--- src/rtl/uart_tx_fifo_if.sv ---
// Handshake bundle between the byte producer, the FIFO and the UART transmitter.
// slave is the FIFO side; master is the side driving writes and tx_busy.
interface uart_tx_fifo_if #(
    parameter int LOG2_DEPTH = 4
);
    logic [7:0]          wr_data;
    logic                wr_en;
    logic                full;
    logic                empty;
    logic [LOG2_DEPTH:0] count;
    logic                overflow;
    logic [7:0]          tx_data;
    logic                tx_ok;
    logic                tx_busy;
    logic                idle;

    modport slave (
        input  wr_data, wr_en, tx_busy,
        output full, empty, count, overflow, tx_data, tx_ok, idle
    );

    modport master (
        output wr_data, wr_en, tx_busy,
        input  full, empty, count, overflow, tx_data, tx_ok, idle
    );
endinterface

--- src/rtl/uart_tx_fifo.sv ---
// Circular byte FIFO feeding a UART transmitter over its data/ok/busy handshake.
// count excludes the byte already presented on tx_data.
module uart_tx_fifo #(
    parameter int LOG2_DEPTH = 4
) (
    input  logic           clk,
    input  logic           reset,
    uart_tx_fifo_if.slave  bus
);
    localparam int DEPTH = 1 << LOG2_DEPTH;

    logic [7:0]            r_mem [DEPTH];
    logic [LOG2_DEPTH-1:0] r_wr_ptr;
    logic [LOG2_DEPTH-1:0] r_rd_ptr;
    logic [LOG2_DEPTH:0]   r_count;
    logic [7:0]            r_tx_data;
    logic                  r_tx_ok;
    logic                  r_overflow;

    logic                  w_full;
    logic                  w_empty;
    logic                  w_push;
    logic                  w_launch;

    assign w_full   = (r_count == (LOG2_DEPTH+1)'(DEPTH));
    assign w_empty  = (r_count == '0);
    assign w_push   = bus.wr_en && !w_full;
    // tx_busy rises only a cycle after the transmitter sees tx_ok, so !r_tx_ok blocks a double launch.
    assign w_launch = !w_empty && !bus.tx_busy && !r_tx_ok;

    // Storage write; contents need no reset since count gates every read.
    always_ff @(posedge clk) begin
        if (w_push) r_mem[r_wr_ptr] <= bus.wr_data;
    end

    // Pointers wrap naturally modulo DEPTH.
    always_ff @(posedge clk or posedge reset) begin
        if (reset) begin
            r_wr_ptr <= '0;
            r_rd_ptr <= '0;
        end else begin
            if (w_push)   r_wr_ptr <= r_wr_ptr + 1'b1;
            if (w_launch) r_rd_ptr <= r_rd_ptr + 1'b1;
        end
    end

    // Occupancy: push and launch in the same cycle cancel out.
    always_ff @(posedge clk or posedge reset) begin
        if (reset)                     r_count <= '0;
        else if (w_push && !w_launch)  r_count <= r_count + 1'b1;
        else if (!w_push && w_launch)  r_count <= r_count - 1'b1;
    end

    // Registered transmitter strobe and data; tx_data holds between launches.
    always_ff @(posedge clk or posedge reset) begin
        if (reset) begin
            r_tx_ok   <= 1'b0;
            r_tx_data <= 8'h00;
        end else begin
            r_tx_ok <= w_launch;
            if (w_launch) r_tx_data <= r_mem[r_rd_ptr];
        end
    end

    // One-cycle pulse for each write dropped while full.
    always_ff @(posedge clk or posedge reset) begin
        if (reset) r_overflow <= 1'b0;
        else       r_overflow <= bus.wr_en && w_full;
    end

    assign bus.full     = w_full;
    assign bus.empty    = w_empty;
    assign bus.count    = r_count;
    assign bus.overflow = r_overflow;
    assign bus.tx_data  = r_tx_data;
    assign bus.tx_ok    = r_tx_ok;
    assign bus.idle     = w_empty && !r_tx_ok && !bus.tx_busy;
endmodule

--- src/flat_wrapper.sv ---
// flat-port wrapper written by rule: the top's interface ports become plain ports
module uart_tx_fifo_flat 
#(
    parameter int LOG2_DEPTH = 4
)
  (clk, reset, bus_wr_data, bus_wr_en, bus_tx_busy, bus_full, bus_empty, bus_count, bus_overflow, bus_tx_data, bus_tx_ok, bus_idle);
  uart_tx_fifo_if #(.LOG2_DEPTH(LOG2_DEPTH)) bus_i ();
  input  logic clk;
  input  logic reset;
  input wire logic [$bits(bus_i.wr_data)-1:0] bus_wr_data;
  input wire logic [$bits(bus_i.wr_en)-1:0] bus_wr_en;
  input wire logic [$bits(bus_i.tx_busy)-1:0] bus_tx_busy;
  output wire logic [$bits(bus_i.full)-1:0] bus_full;
  output wire logic [$bits(bus_i.empty)-1:0] bus_empty;
  output wire logic [$bits(bus_i.count)-1:0] bus_count;
  output wire logic [$bits(bus_i.overflow)-1:0] bus_overflow;
  output wire logic [$bits(bus_i.tx_data)-1:0] bus_tx_data;
  output wire logic [$bits(bus_i.tx_ok)-1:0] bus_tx_ok;
  output wire logic [$bits(bus_i.idle)-1:0] bus_idle;
  assign bus_i.wr_data = bus_wr_data;
  assign bus_i.wr_en = bus_wr_en;
  assign bus_i.tx_busy = bus_tx_busy;
  assign bus_full = bus_i.full;
  assign bus_empty = bus_i.empty;
  assign bus_count = bus_i.count;
  assign bus_overflow = bus_i.overflow;
  assign bus_tx_data = bus_i.tx_data;
  assign bus_tx_ok = bus_i.tx_ok;
  assign bus_idle = bus_i.idle;
  uart_tx_fifo #(.LOG2_DEPTH(LOG2_DEPTH)) u_core (.clk(clk), .reset(reset), .bus(bus_i));
endmodule
--- config.mk ---
export PLATFORM = sky130hd
export DESIGN_NAME = uart_tx_fifo_flat
export DESIGN_NICKNAME = d
export VERILOG_FILES = /design/src/rtl/uart_tx_fifo_if.sv /design/src/rtl/uart_tx_fifo.sv /design/src/flat_wrapper.sv
export SDC_FILE = /design/constraint.sdc
export NUM_CORES = 1
export LEC_CHECK = 0
export CAP_MARGIN = 20
export CORE_UTILIZATION = 62
export CTS_BUF_LIST = sky130_fd_sc_hd__clkbuf_4
export CTS_CLUSTER_DIAMETER = 40
export DETAILED_ROUTE_END_ITERATION = 10
export PLACE_DENSITY_LB_ADDON = 0.15
export REMOVE_ABC_BUFFERS = 1
export SYNTH_ARGS = -nofsm -noshare
export SYNTH_HDL_FRONTEND = slang
export SYNTH_SLANG_ARGS = --single-unit
export TNS_END_PERCENT = 20
--- constraint.sdc ---
create_clock -name clk -period 3.2 [get_ports clk]
set_input_delay 0.48 -clock clk [delete_from_list [all_inputs] [get_ports clk]]
set_output_delay 0.48 -clock clk [all_outputs]
set_load 0.005 [all_outputs]
* After elaboration in Yosys (flattened, before gate mapping)
Memory sizes are Yosys's and may differ from the RTL's. A register that Yosys moved wholly into a read port is not among the register bits. Cells that the tools add are included.
Cells by class: add/subtract/negate cells 4, multipliers 0, div/mod/pow operators 0, magnitude comparators 0, eq/ne operators 1, shift-type cells 0, mux-type cells 4, bitwise logic cells 0, reduce and logical (&&, ||, !) cells 16
Operators by type and width (number):
- 2-to-1 mux 5 bit | 2
- adder 4 x 1 -> 4 bit, second input constant | 2
- logical AND 1 bit | 8
- zero test 1 bit | 6
- adder 5 x 1 -> 5 bit, second input constant | 1
- equality test 5 bit, second input constant | 1
- zero test 5 bit | 1
- subtractor 5 x 1 -> 5 bit, second input constant | 1
- 2-to-1 mux 1 bit | 2
- nonzero test 2 bit | 1
Word-level totals: bits in registers 15, latch bits 0, RAM bits 128, memory bits (read-only) 0, input bits 12, memories kept 1
Memories:
- u_core.r_mem | depth 16, bits a word 8, rd ports 1, clocked after Yosys merged registers in 1, write ports 1, line uart_tx_fifo.sv:12 | logic [7:0] r_mem [DEPTH];

* Longest topological paths before layout
Gate-level depths: netlist of the first run.
word-level depth 7, mapped depth 10, depth with buffers taken out 9

* Worst setup path after synthesis of the first run
OpenSTA, ideal clock, no wires.
path type reg-to-reg, start register u_core.r_count[0], in the netlist u_core.bus.count[0], end register u_core.r_count[4], in the netlist u_core.bus.count[4], library setup time 80 ps, arrival 2677 ps, required time 3120 ps, slack 443 ps, stages on the path, launching flop included 11, path buffers 1, cells stage by stage dfrtp_1 -> or4_4 -> o21ai_4 -> buf_4 -> ha_1 -> inv_1 -> fa_1 -> a21o_1 -> a21oi_1 -> mux2i_1 -> xnor2_1
On the way: cells in the longest elaborated chain, start to end 7, elaborated cells on any way between the ends 16
RTL lines:
- from (decl) | line uart_tx_fifo.sv:15 | logic [LOG2_DEPTH:0] r_count;
- from (signal assigned) | line uart_tx_fifo.sv:50 | else if (w_push && !w_launch) r_count <= r_count + 1'b1;
- from (signal assigned) | line uart_tx_fifo.sv:51 | else if (!w_push && w_launch) r_count <= r_count - 1'b1;
- branches (longest 7 deep; another with subtractor 5 x 1 -> 5 bit)
Several ways; the timed one is not identified. The select of a mux whose other input is x is not followed. A chain may end at the register's enable or synchronous reset.

* Worst setup path in the final report of the first run
start register u_core.r_count[0], in the netlist u_core.bus.count[0], end output port bus_idle
On the way: cells in the longest elaborated chain, start to end 3
RTL lines:
- zero test 5 bit | line uart_tx_fifo.sv:26 | assign w_empty = (r_count == '0);
- logical AND 1 bit (2 in series) | line uart_tx_fifo.sv:77 | assign bus.idle = w_empty && !r_tx_ok && !bus.tx_busy;
- to (decl) | line flat_wrapper.sv:19 | output wire logic [$bits(bus_i.idle)-1:0] bus_idle;
No other way between the ends.

==> summary.txt, run 1 <==
Outcome
  • Status: complete, no violations

Layout
  • Diode count: 0
  • Commonest non-fill, non-tap cell in the layout: edfxtp_1
  • Final Cell Area: 0.00687 mm²
  • Most frequent cells in the layout: edfxtp_1, mux4_2, clkdlybuf4s50_1
  • Synthesis-to-finish area growth: 14.3%
  • FILL cells: 568
  • Share of cells above drive strength 1: 24.3%
  • Multi-input gate area: 0.00149 mm²
  • Sequential cell area: 0.00442 mm²
  • Final #Nets: 387
  • Final cell count without fillers: 507

Setup path
  • Critical Path Start Type: flip-flop
  • Reg-to-reg setup timing slack: 0.49 ns
  • CP Max Fanout: 6
  • Register-to-Register Path Depth: 9
  • CP Class: flip-flop to primary output
  • Cells along the critical path: nor4_1 -> and3_1 -> clkdlybuf4s50_1
  • Reg2Reg Capture Point: u_core.bus.count[4]
  • Slowest CP cell: nor4_1
  • Slowest stage delay, CP: 0.53 ns
  • Top delay family on crit path: simple AND/OR/NAND/NOR gates
  • Buf+Inv Stages, Crit Path: 1
  • Critical R2R Launch: u_core.bus.count[0]
  • WP data arrival: 2.25 ns
  • Levels on crit path: 3
  • Crit end category: primary output
  • WP data required: 2.72 ns

Global route
  • Global-route usage over all layers: 24.9%
  • Largest net degree at the start of global routing: 36
  • Grt ovf: 0
  • Global-route wire length before repair: 17,200 µm
  • Vias in the first global route: 3,065
  • Initial antenna violation count: 0

CTS
  • # clock sinks: 151
  • CTS tree: yes
  • H-tree levels: 4
  • Gates resized, CTS repair: 0
  • Hold_buf cts: 0
  • Clk Latency, worst-skew pair: 0.53 ns
  • CTS Buf Count: 17
  • Setup Fix Bufs, Post-CTS: 0
  • Clk slew on worst S/H paths: 0.12 ns
  • Clk root buf: clkbuf_4
  • Clock buffer depth: 2

STA
  • Tcrit/Tclk final: 85.2%
  • Final min period: 2.73 ns
  • Slew headroom: 33.9%
  • Unrepaired setup endpoints after global routing: no
  • Final setup vio count: 0
  • Setup TNS: 0 ns
  • Least-Margin Pin Slew: 0.992 ns
  • Fmax: 367 MHz
  • Final Max Tran Viols: 0
  • Setup Skew: 0.0155 ns
  • Hold Violations, Final: 0

Synthesis
  • Sequential-to-total area share from yosys stat: 73.5%
  • Cell count after synthesis: 310
  • Top_reg_cell synth: edfxtp_1
  • Warnings, synthesis: 0
  • Yosys top cell by area: edfxtp_1
  • Syn Area/Cell: 19.4 µm²
  • Netlist cell types: 32
  • Mapped Area: 0.00601 mm²
  • Post-synth EDFFs: 128
  • Count of state elements after synthesis: 151
  • Largest cells by area after synthesis: edfxtp_1, mux4_2, dfrtp_1
  • Post-synth top area share: 63.9%
  • Post-synth ARST share: 15.2%

Route
  • Drt via density: 5.91
  • DRT Pass-1 Iters: 4
  • DRC: 0
  • Routed Wire Length: 11,300 µm
  • Number of DRC markers in iteration 0: 292
  • Routed vias: 2,997
  • Post-DRT Antenna Nets: 0
  • Wire per inst: 22.2 µm

Floorplan
  • # rows: 35
  • Chip Width: 100 µm
  • Die extent in y: 100 µm
  • I/O Pins: 30
  • DIE AREA: 0.0101 mm²
  • Core region area: 0.00933 mm²
  • Initial Utilization: 64.5%

Power and ir drop
  • Total power: 0.00567 W
  • Max VDD drop: 0.776 mV
  • Total power per unit cell area: 825 mW/mm²
  • Leak pwr: 2.40 nW

Run
  • Max-cap viol count: 0

Placed design
  • Dpl hpwl: 6900 µm
  • I/O Buffers: 29
  • Post-DP Area: 0.00654 mm²
  • Gp weighted congestion: 0.753
  • DP Cell Count: 474

Min path
  • Worst min path class: input pin to asynchronous set/reset pin
## cells by family (layout without fill, tap and decap cells)
family | after synthesis | after routing | synth area share, %
flops | 151 | 151 | 73.5
simple gates | 51 | 51 | 3.81
mux | 50 | 50 | 15.0
buf+inv | 21 | 89 | 1.77
compound gates | 17 | 17 | 2.29
fa+ha+maj | 10 | 10 | 2.21
xor+xnor | 10 | 10 | 1.46
## worst reg2reg max path: cells and delay by family, from the launching register on
family                   cells  cell delay, ns
AND/OR/NAND/NOR              1            0.59
XOR/XNOR                     1            0.13
AO/OA/AOI/OAI                3            0.51
buffers and inverters        1            0.11
adder cells (fa/ha/maj)      2            0.59
flip-flops                   1            0.47
multiplexers                 1            0.24
## layer usage
layer	share of wire (%)	GRT usage (%)
met1	41	33.3
met2	51	40.5
met3	6.0	5.76
met5	0	0
met4	1.7	9.70
## sequential cells by signal (all words and copies together), names as in the netlist
register / cells
u_core.bus.tx_data: 8
u_core.r_rd_ptr: 4
u_core.r_wr_ptr: 4
u_core.bus.overflow: 1
u_core.r_mem: 128
u_core.bus.tx_ok: 1
u_core.bus.count: 5
## cell usage after synthesis (4+ instances only)
| library cell | count |
|---|---|
| dfrtp_1 | 23 |
| buf_4 | 4 |
| inv_1 | 5 |
| clkbuf_1 | 4 |
| o221ai_1 | 8 |
| mux4_2 | 32 |
| nor2_1 | 17 |
| ha_1 | 9 |
| nor3_1 | 4 |
| nand2_1 | 20 |
| mux2i_1 | 17 |
| edfxtp_1 | 128 |
| xnor2_1 | 9 |
| buf_2 | 4 |
## power by group
group          switching, W  internal, W
Sequential         0.000243      0.00244
Combinational      0.000836     0.000921
Clock              0.000661     0.000571
## how the worst max path moves through the flow
stage / startpoint / end / slack (ns)
2_1_floorplan: u_core.bus.count[0] / u_core.bus.count[4] / 0.45
3_3_place_gp: u_core.bus.count[0] / u_core.bus.count[4] / 0.55
3_5_place_dp: u_core.bus.count[0] / u_core.bus.count[4] / 0.52
4_1_cts: u_core.bus.count[0] / bus_idle / 0.40
5_1_grt: u_core.bus.count[0] / bus_idle / 0.29
6_report: u_core.bus.count[0] / bus_idle / 0.47
## metrics by stage
| stage | hold WS (ns) | util (%) | setup slack [ns] |
|---|---|---|---|
| 6_report | 0.143 | 73.7 | 0.474 |
| 4_1_cts | 0.489 | 73.4 | 0.403 |
| 3_5_place_dp | 0.477 | 70.1 | 0.518 |
| 5_1_grt | 0.0934 | 73.7 | 0.292 |
| 3_3_place_gp | 0.477 | 70.1 | 0.552 |
| 2_1_floorplan | 0.480 | - | 0.452 |
## area by class of cell
type                    instances  area share (%)
inverters                       6           0.328
flip-flops and latches        151            64.3
clock buffers                  20            2.18
clock inverters                12            2.24
multi-input cells             138            21.7
repair buffers                 51            6.92
well taps                     129            2.35
Power figures use the tool's default switching activity.
==> run 2: changes to the inputs <==
- PLACE_DENSITY_LB_ADDON: 0.15 -> 0.08
==> summary.txt, run 2 (same netlist as run 1, synthesis figures left out) <==
Global route
  • Met2 Resource Use GR: 37.3%
  • Global-route usage over all layers: 24.4%
  • Initial antenna violation count: 0
  • GR Util met3: 5.96%
  • Grt ovf: 0
  • Largest net degree at the start of global routing: 34
  • Vias in the first global route: 2,971
  • Gr busiest metal: met2
  • Global-route wire length before repair: 16,700 µm
  • GRT met1 Usage: 34.2%

Setup path
  • Critical R2R Launch: u_core.bus.count[0]
  • Crit path launch: u_core.bus.count[0]
  • WP data required: 2.72 ns
  • CP Max Fanout: 6
  • Crit end category: primary output
  • Reg-to-reg setup timing slack: 0.52 ns
  • Critical Path Start Type: flip-flop
  • WP data arrival: 2.37 ns
  • CP Class: flip-flop to primary output
  • Reg2Reg Capture Point: u_core.bus.count[4]
  • Register-to-Register Path Depth: 9

CTS
  • Clk Latency, worst-skew pair: 0.54 ns
  • Clk slew on worst S/H paths: 0.14 ns
  • H-tree levels: 4
  • Clock buffer depth: 2
  • Setup Fix Bufs, Post-CTS: 0
  • Gates resized, CTS repair: 0
  • Hold_buf cts: 0
  • CTS tree: yes
  • Clk root buf: clkbuf_4
  • CTS Buf Count: 17
  • # clock sinks: 151

STA
  • Final min period: 2.85 ns
  • Tcrit/Tclk final: 89.1%
  • Setup Skew: 0.0226 ns
  • Final setup vio count: 0
  • Least-Margin Pin Slew: 0.644 ns
  • Unrepaired setup endpoints after global routing: no
  • Setup TNS: 0 ns
  • Fmax: 351 MHz
  • Slew headroom: 56.7%
  • Final Max Tran Viols: 0
  • Hold Violations, Final: 0

Run
  • Max-cap viol count: 0

Min path
  • Worst min path class: input pin to asynchronous set/reset pin

Layout
  • Diode count: 0
  • Max reg flops: 128
  • Most frequent cells in the layout: edfxtp_1, mux4_2, clkdlybuf4s50_1
  • Top reg by flops: u_core.r_mem
  • Commonest non-fill, non-tap cell in the layout: edfxtp_1
  • Sequential cell area: 0.00442 mm²
  • Synthesis-to-finish area growth: 14.2%
  • Final #Nets: 387
  • Share of cells above drive strength 1: 24.3%
  • FILL cells: 576
  • Multi-input gate area: 0.00149 mm²

Power and ir drop
  • Total power: 0.00569 W
  • Internal: 0.00393 W
  • Clock Power Share: 21.7%
  • Switching power: 0.00176 W
  • Seq pwr share: 46.7%
  • Total power per unit cell area: 828 mW/mm²
  • Switching power share of the total: 30.9%
  • Gate power share: 31.6%
  • Max VDD drop: 0.503 mV
  • Leak pwr: 2.39 nW

Route
  • DRC: 0
  • Drt via density: 5.88
  • DRT Pass-1 Iters: 4
  • Post-DRT Antenna Nets: 0
  • Wire per inst: 21.5 µm
  • Number of DRC markers in iteration 0: 182
  • Routed Wire Length: 10,900 µm
  • Routed vias: 2,980

Floorplan
  • DIE AREA: 0.0101 mm²
  • I/O Pins: 30
  • Chip Width: 100 µm
  • Initial Utilization: 64.5%
  • # rows: 35
  • Die extent in y: 100 µm
  • Core region area: 0.00933 mm²

Outcome
  • Status: complete, no violations

Placed design
  • Gp weighted congestion: 0.795
  • Dpl hpwl: 6760 µm
  • I/O Buffers: 29
-- run 2: per-layer routing --
layer / up-vias / share of wire (%)
li1: 1343 / -
met5: - / 0
met2: 75 / 49
met3: 9 / 3.9
met4: 0 / 1.0
met1: 1553 / 46
-- run 2: worst max path at each step --
stage and endpoint:
2_1_floorplan u_core.bus.count[4], 3_3_place_gp u_core.bus.count[4], 3_5_place_dp u_core.bus.count[4], 4_1_cts bus_idle, 5_1_grt bus_idle, 6_report bus_idle
-- run 2: cell type report --
cell class	instances	share of cell area, %
multi-input combinational	138	21.7
clock buffer	18	1.97
tap	129	2.35
timing repair buffer	51	6.81
clock inverter	14	2.53
inverter	6	0.328
sequential	151	64.3
-- run 2: critical path, stage by stage, from the launching register on --
cell and delay (ns):
dfrtp_1 0.48, nor4_1 0.62, and3_1 0.25, clkdlybuf4s50_1 0.49
-- run 2: metrics by stage --
step / area [µm²] / cells / setup slack (ns) / utilization (%) / hold WS, ns
floorplan: 5930 / 295 / 0.452 / - / 0.480
global placement: 6560 / 475 / 0.550 / 70.3 / 0.471
detailed placement: 6560 / 475 / 0.492 / 70.3 / 0.477
CTS: 6870 / 507 / 0.324 / 73.7 / 0.232
global route: 6870 / 507 / 0.241 / 73.7 / 0.242
finish: 6870 / 507 / 0.349 / 73.7 / 0.269
-- run 2: power by group through the flow --
| stage | registers, W | clock network, W | logic (W) |
|---|---|---|---|
| 2_1_floorplan | 0.00281 | 0 | 0.00102 |
| 3_3_place_gp | 0.00268 | 0 | 0.00178 |
| 3_5_place_dp | 0.00270 | 0 | 0.00181 |
| 4_1_cts | 0.00266 | 0.00127 | 0.00182 |
| 5_1_grt | 0.00270 | 0.00134 | 0.00195 |
| 6_report | 0.00266 | 0.00124 | 0.00180 |
